**config.mk**
```make
export PLATFORM = sky130hd
export DESIGN_NAME = io_led_pwm
export DESIGN_NICKNAME = d
export VERILOG_FILES = /design/src/rtl/io_led_pkg.sv /design/src/rtl/led_pwm_ch.sv /design/src/rtl/io_led_pwm.sv
export SDC_FILE = /design/constraint.sdc
export NUM_CORES = 1
export LEC_CHECK = 0
export ABC_AREA = 1
export BUFFER_PORTS_ARGS = -buffer_cell sky130_fd_sc_hd__buf_4
export CAP_MARGIN = 15
export CORE_ASPECT_RATIO = 1.25
export CORE_UTILIZATION = 55
export CTS_CLUSTER_SIZE = 10
export DETAILED_ROUTE_END_ITERATION = 7
export PLACE_DENSITY = 0.84
export SLEW_MARGIN = 20
export SYNTH_ARGS = -nofsm -noshare
export SYNTH_HDL_FRONTEND = slang
export SYNTH_SLANG_ARGS = --single-unit
export TNS_END_PERCENT = 30
```
**constraint.sdc**
```tcl
create_clock -name clk -period 3.4 [get_ports clk]
set_input_delay 0.51 -clock clk [delete_from_list [all_inputs] [get_ports clk]]
set_output_delay 0.51 -clock clk [all_outputs]
set_load 0.005 [all_outputs]
```
**src/rtl/io_led_pkg.sv**
```systemverilog
// Shared register map and CTRL bit positions for the io_led_pwm LED block.
package io_led_pkg;

    // Word offsets from BASE_ADR
    localparam logic [13:0] OFS_LED_VAL  = 14'd0;
    localparam logic [13:0] OFS_CTRL     = 14'd1;
    localparam logic [13:0] OFS_PRESC    = 14'd2;
    localparam logic [13:0] OFS_BLINK_HP = 14'd3;
    localparam logic [13:0] OFS_DUTY0    = 14'd4;

    // CTRL register bits
    localparam int unsigned CTRL_PWM_ON   = 0;
    localparam int unsigned CTRL_BLINK_ON = 1;

endpackage

```
**src/rtl/led_pwm_ch.sv**
```systemverilog
// One LED channel: DUTY register, period-aligned duty shadow, PWM compare
// and registered output.
module led_pwm_ch #(
    parameter int unsigned PWM_BITS = 8
) (
    input  logic                clk,
    input  logic                rst,
    input  logic                duty_we,
    input  logic [PWM_BITS-1:0] wdata,
    input  logic                load_sh,
    input  logic                pwm_on,
    input  logic [PWM_BITS-1:0] pwm_cnt,
    input  logic                led_en,
    output logic [PWM_BITS-1:0] duty,
    output logic                led
);

    logic [PWM_BITS-1:0] duty_sh;
    logic                on;

    // Software-visible DUTY register
    always_ff @(posedge clk or posedge rst) begin
        if (rst)          duty <= '0;
        else if (duty_we) duty <= wdata;
    end

    // Shadow only follows DUTY at period boundaries so a period never mixes two duties
    always_ff @(posedge clk or posedge rst) begin
        if (rst)          duty_sh <= '0;
        else if (load_sh) duty_sh <= duty;
    end

    // All-ones duty means fully on, so it cannot rely on the strict compare
    always_comb begin
        on = led_en;
        if (pwm_on) on = led_en & ((duty_sh == '1) | (pwm_cnt < duty_sh));
    end

    // Registered LED drive
    always_ff @(posedge clk or posedge rst) begin
        if (rst) led <= 1'b0;
        else     led <= on;
    end

endmodule

```
**src/rtl/io_led_pwm.sv**
```systemverilog
// Multi-channel LED block on the DMA IO bus: register decode, read chain mux,
// prescaler, PWM counter and optional blink.
// Blink logic is present only when IO_LED_PWM_BLINK_EN is defined; otherwise
// CTRL bit1 and BLINK_HP read as zero and ignore writes.
module io_led_pwm
    import io_led_pkg::*;
#(
    parameter int unsigned NCH      = 3,
    parameter int unsigned PWM_BITS = 8,
    parameter logic [13:0] BASE_ADR = 14'h3F80
) (
    input  logic                clk,
    input  logic                rst,
    input  logic                dma_io_we,
    input  logic [15:2]         dma_io_wadr,
    input  logic [15:0]         dma_io_wdata,
    input  logic [15:2]         dma_io_radr,
    input  logic [15:0]         dma_io_rdata_in,
    output logic [15:0]         dma_io_rdata,
    output logic [NCH-1:0]      led_out
);

    localparam logic [13:0] NREG = OFS_DUTY0 + 14'(NCH);

    logic [13:0]         wofs, rofs;
    logic                wr, rhit;
    logic                wr_led, wr_ctrl, wr_presc;
    logic [NCH-1:0]      led_val;
    logic                pwm_on;
    logic [15:0]         presc, psc_cnt;
    logic [PWM_BITS-1:0] pwm_cnt;
    logic                tick, period_end, pwm_start, load_sh;
    logic                blink_gate;
    logic [15:0]         ctrl_rd, bhp_rd;
    logic [PWM_BITS-1:0] duty [NCH];

    assign wofs     = dma_io_wadr - BASE_ADR;
    assign rofs     = dma_io_radr - BASE_ADR;
    assign wr       = dma_io_we && (dma_io_wadr >= BASE_ADR) && (wofs < NREG);
    assign rhit     = (dma_io_radr >= BASE_ADR) && (rofs < NREG);
    assign wr_led   = wr && (wofs == OFS_LED_VAL);
    assign wr_ctrl  = wr && (wofs == OFS_CTRL);
    assign wr_presc = wr && (wofs == OFS_PRESC);

    assign pwm_start  = wr_ctrl & dma_io_wdata[CTRL_PWM_ON] & ~pwm_on;
    assign tick       = (psc_cnt == presc);
    assign period_end = tick & (pwm_cnt == '1);
    assign load_sh    = period_end | ~pwm_on;

    // LED_VAL, CTRL.PWM_ON and PRESC registers
    always_ff @(posedge clk or posedge rst) begin
        if (rst) begin
            led_val <= '0;
            pwm_on  <= 1'b0;
            presc   <= '0;
        end else begin
            if (wr_led)   led_val <= dma_io_wdata[NCH-1:0];
            if (wr_ctrl)  pwm_on  <= dma_io_wdata[CTRL_PWM_ON];
            if (wr_presc) presc   <= dma_io_wdata;
        end
    end

    // Prescaler: register writes restart the count ahead of the tick wrap
    always_ff @(posedge clk or posedge rst) begin
        if (rst)                        psc_cnt <= '0;
        else if (wr_presc || pwm_start) psc_cnt <= '0;
        else if (tick)                  psc_cnt <= '0;
        else                            psc_cnt <= psc_cnt + 16'd1;
    end

    // PWM counter; enabling PWM starts a fresh period
    always_ff @(posedge clk or posedge rst) begin
        if (rst)            pwm_cnt <= '0;
        else if (pwm_start) pwm_cnt <= '0;
        else if (tick)      pwm_cnt <= pwm_cnt + PWM_BITS'(1);
    end

`ifdef IO_LED_PWM_BLINK_EN
    logic        blink_on, phase, blk_ev, blink_start, wr_bhp;
    logic [15:0] blink_hp, blk_cnt;

    assign wr_bhp      = wr && (wofs == OFS_BLINK_HP);
    assign blink_start = wr_ctrl & dma_io_wdata[CTRL_BLINK_ON] & ~blink_on;
    assign blk_ev      = pwm_on ? period_end : tick;

    // CTRL.BLINK_ON and BLINK_HP registers
    always_ff @(posedge clk or posedge rst) begin
        if (rst) begin
            blink_on <= 1'b0;
            blink_hp <= '0;
        end else begin
            if (wr_ctrl) blink_on <= dma_io_wdata[CTRL_BLINK_ON];
            if (wr_bhp)  blink_hp <= dma_io_wdata;
        end
    end

    // Half-period counter; enabling blink starts in the lit phase
    always_ff @(posedge clk or posedge rst) begin
        if (rst) begin
            blk_cnt <= '0;
            phase   <= 1'b0;
        end else if (blink_start) begin
            blk_cnt <= '0;
            phase   <= 1'b1;
        end else if (wr_bhp) begin
            blk_cnt <= '0;
        end else if (blk_ev) begin
            if (blk_cnt == blink_hp) begin
                blk_cnt <= '0;
                phase   <= ~phase;
            end else begin
                blk_cnt <= blk_cnt + 16'd1;
            end
        end
    end

    assign blink_gate = ~blink_on | phase;
    assign ctrl_rd    = {14'd0, blink_on, pwm_on};
    assign bhp_rd     = blink_hp;
`else
    assign blink_gate = 1'b1;
    assign ctrl_rd    = {15'd0, pwm_on};
    assign bhp_rd     = '0;
`endif

    for (genvar n = 0; n < NCH; n++) begin : g_ch
        led_pwm_ch #(.PWM_BITS(PWM_BITS)) u_ch (
            .clk     (clk),
            .rst     (rst),
            .duty_we (wr && (wofs == OFS_DUTY0 + 14'(n))),
            .wdata   (dma_io_wdata[PWM_BITS-1:0]),
            .load_sh (load_sh),
            .pwm_on  (pwm_on),
            .pwm_cnt (pwm_cnt),
            .led_en  (led_val[n] & blink_gate),
            .duty    (duty[n]),
            .led     (led_out[n])
        );
    end

    // Read chain: own registers on hit, upstream data otherwise
    always_comb begin
        dma_io_rdata = dma_io_rdata_in;
        if (rhit) begin
            dma_io_rdata = '0;
            case (rofs)
                OFS_LED_VAL:  dma_io_rdata[NCH-1:0] = led_val;
                OFS_CTRL:     dma_io_rdata = ctrl_rd;
                OFS_PRESC:    dma_io_rdata = presc;
                OFS_BLINK_HP: dma_io_rdata = bhp_rd;
                default: begin
                    for (int unsigned i = 0; i < NCH; i++) begin
                        if (rofs == OFS_DUTY0 + 14'(i)) dma_io_rdata[PWM_BITS-1:0] = duty[i];
                    end
                end
            endcase
        end
    end

endmodule

```
Word-level counts from Yosys, hierarchy flattened
Index checks and enable logic that the tools add are counted.
Widths: inputs -> output; s select.
- word-level logic and storage cells: 80
- memories: 0
- bits in latches: 0
- bits in read-only memories: 0
- register bits after elaboration: 95
- bits in writable memories: 0
- input port bits: 63
- multiplexer cells: 14
- bitwise gates (word level): 11
- multipliers: 0
- divide/modulo/power cells: 0
- $add $sub $neg: 4
- eq/ne operators: 16
- reduce and logical (&&, ||, !) cells: 14
- order comparisons: 7
- shift-type cells: 0
- operators with widths (kind ; count):
    $eq 14x3->1 const B ; 6
    $mux 16 ; 3
    $mux 8 ; 6
    $eq 14x2->1 const B ; 3
    $eq 8x8->1 const B ; 4
    $eq 14x1->1 const B ; 2
    $ge 14x14->1 const B ; 2
    $logic_not 14->1 ; 2
    $lt 14x3->1 const B ; 2
    $sub 14x14->14 const B ; 2
    $lt 8x8->1 ; 3
    $add 16x1->16 const B ; 1
    $eq 16x16->1 ; 1
    $pmux 3 s4 ; 1
    $pmux 5 s2 ; 1
    $logic_and 1x1->1 ; 9
    $add 8x1->8 const B ; 1
    $and 1x1->1 ; 6
    $or 1x1->1 ; 4
    $mux 1 ; 3
    $reduce_or 3->1 ; 1
    $reduce_bool 2->1 ; 1
    $logic_or 1x1->1 ; 1
    $not 1->1 ; 1

Logic depth before layout (Yosys ltp)
Gate-level depths: netlist (run 1).
- depth after elaboration: 8
- gate-level depth with buffers: 13
- depth with buffers taken out: 12

By module
Synthesis (run 1) repeated with hierarchy kept, for this count alone.
- cells, all modules: 796
- area, all modules: 5920.7 um^2
- modules (own cells, without submodules) (module ; cells an instance ; times used ; area each (um^2)):
    io_led_pwm ; 547 ; 1 ; 3454.6
    led_pwm_ch ; 83 ; 3 ; 822.0

Worst setup path after synthesis (run 1)
OpenSTA, ideal clock, no wires.
- kind: input-to-output
- start point: in dma_io_radr[9] in the netlist's numbering
- end point: out dma_io_rdata[0]
- arrival time: 1.852 ns
- path slack: 1.038 ns
- stages on the path: 10
- data required time: 2.890 ns
- path buffers: 0
- path through: ha_1 inv_1 nand2_1 nand2_1 nand2_1 nor3_4 nand3_1 or2_2 nand2_1 a21oi_1
- cells in the longest elaborated chain, start to end: 7
- elaborated cells on any way between the ends: 16
- classes of those cells: add/sub: 1; order compare: 2; eq/ne: 6; mux: 5; reduce/logical: 2
- RTL lines (what ; line ; RTL):
    start, declared ; io_led_pwm.sv:17 ; input logic [15:2] dma_io_radr,
    $sub 14x14->14 ; io_led_pwm.sv:38 ; assign rofs = dma_io_radr - BASE_ADR;
    $eq 14x3->1 ; io_led_pwm.sv:153 ; if (rofs == OFS_DUTY0 + 14'(i)) dma_io_rdata[PWM_BITS-1:0] = duty[i];
    $mux 8 (3 in a row) ; io_led_pwm.sv:153 ;
    $pmux 3 s4 ; io_led_pwm.sv:146 ; case (rofs)
    $mux 16 * ; io_led_pwm.sv:144 ; if (rhit) begin
    end, declared ; io_led_pwm.sv:19 ; output logic [15:0] dma_io_rdata,
Mark *: on every way between the ends. The rest lies on a longest branch, timed or not.

Final worst setup path (run 1)
Same ends and word-level chain as after synthesis.

==> results of run 1 <==
-- metrics by stage --
step                      std cells  utilization  total power [mW]  hold slack [ns]
after CTS                      1021       0.6539             2.271           0.1844
final                          1021       0.6539             2.258           0.1738
after detailed placement       1007       0.6289             1.341           0.4782
after global placement         1007       0.6289             1.339           0.4703
after global routing           1021       0.6539             2.336           0.2057
after floorplan                 810            -             1.239           0.4530
-- layer usage --
layer,global-route usage,up-vias
met5,0,-
met4,0.1392,0
met3,0.04955,45
met2,0.4571,168
met1,0.3494,2536
li1,-,2794
-- cells in the mapped netlist, types with 2 or more instances --
library cell,n
sky130_fd_sc_hd__o21ai_1,17
sky130_fd_sc_hd__nor3_2,7
sky130_fd_sc_hd__a31oi_1,2
sky130_fd_sc_hd__nand4_1,48
sky130_fd_sc_hd__nand3_1,41
sky130_fd_sc_hd__clkbuf_1,2
sky130_fd_sc_hd__xor2_1,5
sky130_fd_sc_hd__nand3_2,2
sky130_fd_sc_hd__o21bai_1,3
sky130_fd_sc_hd__buf_2,7
sky130_fd_sc_hd__nand2_1,228
sky130_fd_sc_hd__buf_4,9
sky130_fd_sc_hd__nor3_1,13
sky130_fd_sc_hd__o211ai_1,4
sky130_fd_sc_hd__nor2_4,2
sky130_fd_sc_hd__nor2_2,7
sky130_fd_sc_hd__a21oi_1,19
sky130_fd_sc_hd__nor4_1,10
sky130_fd_sc_hd__inv_2,5
sky130_fd_sc_hd__nor2_1,62
sky130_fd_sc_hd__o21ai_2,16
sky130_fd_sc_hd__or2_2,2
sky130_fd_sc_hd__nand2_2,4
sky130_fd_sc_hd__buf_6,3
sky130_fd_sc_hd__a21boi_0,2
sky130_fd_sc_hd__inv_1,110
sky130_fd_sc_hd__o21ai_0,47
sky130_fd_sc_hd__dfrtp_1,95
sky130_fd_sc_hd__ha_1,25
sky130_fd_sc_hd__xnor2_1,4
-- critical path, stage by stage --
cell	delay, ns
sky130_fd_sc_hd__buf_4	0.13
sky130_fd_sc_hd__ha_1	0.25
sky130_fd_sc_hd__nand2_1	0.10
sky130_fd_sc_hd__nor2_1	0.04
sky130_fd_sc_hd__nand3_1	0.06
sky130_fd_sc_hd__nand2_1	0.06
sky130_fd_sc_hd__nor2_2	0.26
sky130_fd_sc_hd__buf_4	0.31
sky130_fd_sc_hd__nand4_1	0.13
sky130_fd_sc_hd__nand3_1	0.09
sky130_fd_sc_hd__nand2_1	0.05
sky130_fd_sc_hd__a21oi_1	0.15
sky130_fd_sc_hd__buf_4	0.13
-- state kept, by name (all words and copies together) (netlist names) --
name / flops
led_val: 3
g_ch.u_ch.led: 3
g_ch.u_ch.duty_sh: 24
pwm_cnt: 8
psc_cnt: 16
presc: 16
pwm_on: 1
g_ch.u_ch.duty: 24
-- worst max-delay path by stage --
stage	start	end	depth (start not counted)
2_1_floorplan	rst	g_ch[0].u_ch.duty[0]$_DFFE_PP0P_	1
4_1_cts	dma_io_radr[9]	dma_io_rdata[0]	13
3_5_place_dp	dma_io_radr[9]	dma_io_rdata[0]	13
3_3_place_gp	dma_io_radr[9]	dma_io_rdata[0]	13
5_1_grt	dma_io_radr[9]	dma_io_rdata[0]	13
6_report	dma_io_radr[9]	dma_io_rdata[0]	13
-- area by class of cell --
cell class              instances  area, sq um
clock buffers                  13        260.3
clock inverters                 1        5.005
fillers                       925         3674
inverters                     116        437.9
multi-input cells             577         3030
flip-flops and latches         95         2377
well taps                     132        165.2
repair buffers                 87        665.6
-- cell families after synthesis --
kind of cell	count (synthesis)
AOI/OAI and AO/OA	111
xor gates and xnor gates	9
adders and majority gates	25
buffers and inverters	138
DFF	95
and+or+nand+nor	432
-- where the power goes --
part           total, mW  switching [mW]  internal [mW]
combinational      0.188           0.104         0.0841
clock              0.938           0.411          0.527
sequential          1.13        0.000970           1.13
total               2.26           0.516           1.74
-- layout by cell type, fill, tap and decap left out, types with 2 or more instances in the layout --
cell type and instances:
sky130_fd_sc_hd__nand2_1 228, sky130_fd_sc_hd__inv_1 109, sky130_fd_sc_hd__dfrtp_1 95, sky130_fd_sc_hd__buf_4 86, sky130_fd_sc_hd__nor2_1 62, sky130_fd_sc_hd__nand4_1 48, sky130_fd_sc_hd__o21ai_0 47, sky130_fd_sc_hd__nand3_1 41
sky130_fd_sc_hd__ha_1 25, sky130_fd_sc_hd__a21oi_1 19, sky130_fd_sc_hd__o21ai_1 17, sky130_fd_sc_hd__o21ai_2 16, sky130_fd_sc_hd__nor3_1 13, sky130_fd_sc_hd__nor4_1 10, sky130_fd_sc_hd__clkbuf_16 9, sky130_fd_sc_hd__nor2_2 7
sky130_fd_sc_hd__nor3_2 7, sky130_fd_sc_hd__inv_2 5, sky130_fd_sc_hd__xor2_1 5, sky130_fd_sc_hd__xnor2_1 4, sky130_fd_sc_hd__nand2_2 4, sky130_fd_sc_hd__o211ai_1 4, sky130_fd_sc_hd__o21bai_1 3, sky130_fd_sc_hd__clkinv_2 3
sky130_fd_sc_hd__nand3_2 2, sky130_fd_sc_hd__nor2_4 2, sky130_fd_sc_hd__or2_2 2, sky130_fd_sc_hd__a31oi_1 2, sky130_fd_sc_hd__a21boi_0 2, sky130_fd_sc_hd__clkbuf_8 2, sky130_fd_sc_hd__clkbuf_1 2
==> results.rst, run 1 <==
.. list-table::
   :header-rows: 1

   * - Metric
     - Value
   * - Slew at the pin closest to its max-slew limit
     - 0.6432 ns
   * - DRT Wirelength
     - 14680 um
   * - Library cell used as clock root buffer
     - sky130_fd_sc_hd__clkbuf_16
   * - Antenna cells
     - 0
   * - Top-area cell type share of the netlist area
     - 0.3967
   * - Maximum achievable frequency
     - 357.5 MHz
   * - Max-slew violation count
     - 0
   * - Layout Cell Area excl Fill
     - 6942 sq um
   * - Fraction of the cycle the final worst path needs
     - 0.8228
   * - Setup Skew
     - 0.005925 ns
   * - Post-synth EDFFs
     - 0
   * - Vias/cell
     - 5.429
   * - Type of element capturing the critical path
     - output port
   * - Number of global-route vias before repair
     - 5183
   * - Number of I/O pins
     - 82
   * - Category of the most critical setup path
     - primary input to output port
   * - Summed negative setup slack over all endpoints
     - 0 ns
   * - Wire length of the first global-routing pass
     - 24230 um
   * - Max Fanout on Critical Path
     - 25
   * - Port Buffer Count
     - 81
   * - Final weighted congestion of routability-driven global placement
     - 0.8593
   * - Synthesized-area fraction occupied by ao, oa, aoi and oai cells
     - 0.1096
   * - Number of nets produced by synthesis
     - 898
   * - Reg-to-Reg Start
     - presc[0]$_DFFE_PP0P_
   * - CTS Sinks
     - 95
   * - Setup slack on the worst flop-to-flop path
     - 1.21 ns
   * - Fraction of synthesis flops using an asynchronous set or reset pin
     - 1.000
   * - Floorplan Core Area
     - 10620 sq um
   * - Routed wire per std cell
     - 14.38 um
   * - Met2 wire len
     - 7212 um
   * - Largest net degree at the start of global routing
     - 70
   * - Number of H-tree levels
     - 3
   * - Worst setup slack after layout
     - 0.6026 ns
   * - Fraction of synthesized area in multiplexers
     - 0
   * - Largest family of logic cells by synthesized area
     - simple AND/OR/NAND/NOR gates
   * - WL met3
     - 685 um
   * - Cell area power density
     - 325.2 nW/um^2
   * - GRT Residual Overflow
     - 0
   * - Most used flip-flop cell after synthesis
     - sky130_fd_sc_hd__dfrtp_1
   * - Worst-Skew Late Latency
     - 0.35 ns
   * - Die footprint
     - 11320 sq um
   * - Area share of and/or/nand/nor cells after synthesis
     - 0.3307
   * - Minimum period implied by the final worst setup slack
     - 2.797 ns
   * - Number of distinct library cells after synthesis
     - 39
   * - Drt first pass iters
     - 5
   * - Remaining antenna violation count
     - 0
   * - Remaining routing DRC violations
     - 0
   * - Post-detail-place hpwl
     - 11210 um
   * - Clock tree from TritonCTS
     - built
   * - Die outline height
     - 118.7 um
   * - Sequential element share of the synthesized area
     - 0.3967
   * - Number of nets in the final layout
     - 974
   * - Setup bufs post-CTS
     - 0
   * - Number of violations reported at the end of detailed-routing iteration 0
     - 284
   * - Initial standard-cell utilization of the core
     - 0.5646
   * - Worst slew margin relative to its limit
     - 0.5699
   * - Xor-xnor portion of the synthesized cell area
     - 0.01315
   * - CTS buffer count
     - 9
   * - Unrepaired setup endpoints after global routing
     - false
   * - Final setup violation count
     - 0
   * - Biggest area consumer among synthesized cells
     - sky130_fd_sc_hd__dfrtp_1
   * - Flip-flop and latch count after synthesis
     - 95
   * - Highest routing layer actually used
     - met4
   * - Total track usage
     - 0.2798
   * - Detailed-route via count
     - 5543
   * - Minimum setup slack after placement
     - 0.6281 ns
   * - Post-cts gate resize count
     - 0
   * - Class of the tightest hold or removal check
     - primary input to asynchronous set/reset pin
   * - Placed instance area
     - 6676 sq um
   * - Outcome
     - complete, no violations
   * - VDD IR-drop max
     - 0.2804 mV
   * - Pleak
     - 3.427 nW
   * - Main area contributors after synthesis
     - sky130_fd_sc_hd__dfrtp_1, sky130_fd_sc_hd__nand2_1, sky130_fd_sc_hd__inv_1
   * - CTS Hold Bufs
     - 0
   * - Chip width
     - 95.37 um
   * - Antenna violations before repair
     - 0
   * - Share of synthesized cell area in full adder, half adder and majority cells
     - 0.05219
   * - Longest Clk Path Bufs
     - 2
   * - End of the worst register-to-register path
     - g_ch[1].u_ch.duty_sh[7]$_DFFE_PP0P_
   * - Area growth syn-to-layout
     - 15.82%
   * - Mean cell area of the mapped netlist
     - 7.399 sq um
   * - Data arrival time of the critical path
     - 2.29 ns
   * - Cell count after synthesis
     - 810
   * - Count of standard-cell rows
     - 42
   * - Clock-pin slew on the worst setup and hold paths
     - 0.06 ns
   * - Post-Syn Area
     - 5993 sq um
   * - Count of endpoints failing hold in the final timing report
     - 0
   * - Metal-1 WL
     - 6122 um
   * - Startpoint type of the worst setup path
     - primary input
   * - Share of post-route cells with drive strength above 1
     - 0.1687
   * - Data required time at the worst endpoint
     - 2.89 ns
   * - Depth of the worst register-to-register path
     - 11
   * - Reported max-cap violation count
     - 0
   * - Number of synthesis warnings
     - 0
(Power assumes the default switching activity.)
==> inputs of run 2 (changes only) <==
==> constraint.sdc (replaced) <==
create_clock -name clk -period 2.9 [get_ports clk]
set_input_delay 0.435 -clock clk [delete_from_list [all_inputs] [get_ports clk]]
set_output_delay 0.435 -clock clk [all_outputs]
set_load 0.005 [all_outputs]
==> results.rst, run 2 (synthesis results as in run 1) <==
.. list-table::
   :header-rows: 1

   * - Metric
     - Value
   * - Outcome
     - complete, no violations
   * - Startpoint type of the worst setup path
     - primary input
   * - Die footprint
     - 11320 sq um (unchanged)
   * - Multi-input logic area
     - 3030 sq um (unchanged)
   * - Part of the total power dissipated in combinational logic
     - 0.078 (-0.005)
   * - Share of post-route cells with drive strength above 1
     - 0.1763 (+0.007610)
   * - Antenna violations before repair
     - 0 (unchanged)
   * - Clock-pin slew on the worst setup and hold paths
     - 0.07 ns (about the same)
   * - Worst setup slack after layout
     - 0.2665 ns (-0.3361 ns)
   * - Slew at the pin closest to its max-slew limit
     - 0.5957 ns (-0.04742 ns)
   * - Number of violations reported at the end of detailed-routing iteration 0
     - 424 (+49%)
   * - Power dissipated by switching net loads
     - 0.6372 mW (+24%)
   * - Max Fanout on Critical Path
     - 25 (unchanged)
   * - Worst-Skew Late Latency
     - 0.34 ns (about the same)
   * - Library cell used as clock root buffer
     - sky130_fd_sc_hd__clkbuf_16
   * - Post-cts gate resize count
     - 0 (unchanged)
   * - Data arrival time of the critical path
     - 2.20 ns (-0.09 ns)
   * - Most used cells in the layout excluding fill and tap cells
     - sky130_fd_sc_hd__nand2_1, sky130_fd_sc_hd__inv_1, sky130_fd_sc_hd__dfrtp_1
   * - Die outline height
     - 118.7 um (unchanged)
   * - Setup bufs post-CTS
     - 0 (unchanged)
   * - Number of H-tree levels
     - 3 (unchanged)
   * - Share of power burned in the clock network
     - 0.460 (+0.045)
   * - Remaining routing DRC violations
     - 0 (unchanged)
   * - VDD IR-drop max
     - 0.2945 mV (+5.0%)
   * - Net switching fraction of the power
     - 0.2221 (-0.006288)
   * - Longest Clk Path Bufs
     - 2 (unchanged)
   * - Count of standard-cell rows
     - 42 (unchanged)
   * - Class of the tightest hold or removal check
     - primary input to asynchronous set/reset pin
   * - Count of filler cells inserted in the layout
     - 897 (-3.0%)
   * - Unrepaired setup endpoints after global routing
     - false
   * - Portion of total power attributed to sequential cells
     - 0.462 (-0.039)
   * - Summed negative setup slack over all endpoints
     - 0 ns (unchanged)
   * - Count of endpoints failing hold in the final timing report
     - 0 (unchanged)
   * - Floorplan Core Area
     - 10620 sq um (unchanged)
   * - Wire length of the first global-routing pass
     - 24700 um (+1.9%)
   * - Number of nets in the final layout
     - 979 (+0.51%)
   * - Post-detail-place hpwl
     - 11460 um (+2.2%)
   * - Total track usage
     - 0.2854 (+0.005668)
   * - Remaining antenna violation count
     - 0 (unchanged)
   * - Routed wire per std cell
     - 14.65 um (+1.9%)
   * - Type of element capturing the critical path
     - output port
   * - Final core utilization
     - 0.6641 (+0.01014)
   * - GRT Residual Overflow
     - 0 (unchanged)
   * - Antenna cells
     - 0 (unchanged)
   * - Area growth syn-to-layout
     - 17.62%
   * - Largest net degree at the start of global routing
     - 82 (+17%)
   * - Category of the most critical setup path
     - primary input to output port
   * - Max-slew violation count
     - 0 (unchanged)
   * - Number of I/O pins
     - 82 (unchanged)
   * - Drt first pass iters
     - 5 (unchanged)
   * - Initial standard-cell utilization of the core
     - 0.5646 (unchanged)
   * - Most common cell after layout, fill and taps aside
     - sky130_fd_sc_hd__nand2_1
   * - DRT Wirelength
     - 15060 um (+2.6%)
   * - Minimum period implied by the final worst setup slack
     - 2.633 ns
   * - Sum of internal, switching and leakage power
     - 2.869 mW (+27%)
   * - Int Pwr
     - 2.232 mW (+28%)
   * - Final weighted congestion of routability-driven global placement
     - 0.9133 (+6.3%)
   * - Detailed-route via count
     - 5644 (+1.8%)
   * - Number of global-route vias before repair
     - 5273 (+1.7%)
   * - Placed Cells incl. Taps
     - 1012 (+0.50%)
   * - Worst slew margin relative to its limit
     - 0.6017 (+0.03171)
   * - Pleak
     - 3.474 nW (+1.4%)
   * - Fraction of the cycle the final worst path needs
     - 0.9081
   * - Vias/cell
     - 5.490 (+1.1%)
   * - Non-filler cells, final
     - 1028 (+0.69%)
   * - CTS buffer count
     - 9 (unchanged)
   * - Maximum achievable frequency
     - 379.7 MHz
   * - Combined flip-flop and latch cell area
     - 2377 sq um (unchanged)
   * - Setup Skew
     - 0.006568 ns (+0.0006425 ns)
   * - Biggest registers after layout
     - g_ch.u_ch.duty (24), g_ch.u_ch.duty_sh (24)
   * - Reported max-cap violation count
     - 0 (unchanged)
   * - Minimum setup slack after placement
     - 0.2736 ns (-0.3544 ns)
   * - Clock tree from TritonCTS
     - built
   * - Final setup violation count
     - 0 (unchanged)
   * - Data required time at the worst endpoint
     - 2.47 ns (-0.42 ns)
   * - Cell area power density
     - 407.0 nW/um^2 (+25%)
   * - Port Buffer Count
     - 81 (unchanged)
   * - Chip width
     - 95.37 um (unchanged)
   * - CTS Hold Bufs
     - 0 (unchanged)
   * - CTS Sinks
     - 95 (unchanged)
run 2: metal layers:
| metal | routed length, um | GRT usage | up-vias |
|---|---|---|---|
| met1 | 6295 | 0.3460 | 2604 |
| met3 | 554 | 0.04891 | 50 |
| met2 | 7455 | 0.4723 | 177 |
| met5 | 0 | 0 | - |
| li1 | - | - | 2813 |
| met4 | 752 | 0.1563 | 0 |
run 2: final cells by class:
class                      count  share of cell area
multi-input combinational    577              0.4299
sequential                    95              0.3372
timing repair buffer          92             0.09975
inverter                     116             0.06248
clock buffer                  12             0.03639
tap                          132             0.02343
clock inverter                 4             0.01083
run 2: final timing paths:
path                                              from                                  end  slack (ns)  depth (start not counted)
worst max register to register    psc_cnt[7]$_DFF_PP0_  g_ch[0].u_ch.duty_sh[0]$_DFFE_PP0P_        0.87                         11
worst min-delay path                               rst                presc[10]$_DFFE_PP0P_        0.07                          2
max in group asynchronous                          rst     g_ch[0].u_ch.duty[2]$_DFFE_PP0P_        2.10                          3
worst min register to register  led_val[0]$_DFFE_PP0P_               led_val[0]$_DFFE_PP0P_        0.51                          2
worst max-delay path                    dma_io_radr[9]                      dma_io_rdata[0]        0.27                         13
min in group clk                      dma_io_wdata[11]                presc[11]$_DFFE_PP0P_        0.30                          3
run 2: stage by stage:
| step | hold slack (ns) | area [sq um] |
|---|---|---|
| detailed placement | 0.4335 | 6716 |
| CTS | 0.07408 | 7049 |
| floorplan | 0.4530 | 5997 |
| global route | 0.08830 | 7049 |
| finish | 0.07037 | 7049 |
| global placement | 0.4325 | 6716 |
run 2: critical path, stage by stage:
cell and delay (ns):
sky130_fd_sc_hd__buf_4 0.13, sky130_fd_sc_hd__ha_1 0.25, sky130_fd_sc_hd__inv_1 0.07, sky130_fd_sc_hd__nand2_1 0.05, sky130_fd_sc_hd__nand2_1 0.07, sky130_fd_sc_hd__nand2_1 0.08, sky130_fd_sc_hd__nor3_4 0.28, sky130_fd_sc_hd__buf_4 0.29
sky130_fd_sc_hd__nand4_1 0.12, sky130_fd_sc_hd__nand3_1 0.11, sky130_fd_sc_hd__nand2_1 0.05, sky130_fd_sc_hd__a21oi_1 0.15, sky130_fd_sc_hd__buf_4 0.13
run 2: power by group through the flow:
stage	logic, mW	clock network, mW	registers, mW
4_1_cts	0.225	1.32	1.33
3_3_place_gp	0.222	0	1.35
3_5_place_dp	0.224	0	1.35
6_report	0.224	1.32	1.33
5_1_grt	0.248	1.38	1.33
2_1_floorplan	0.101	0	1.35
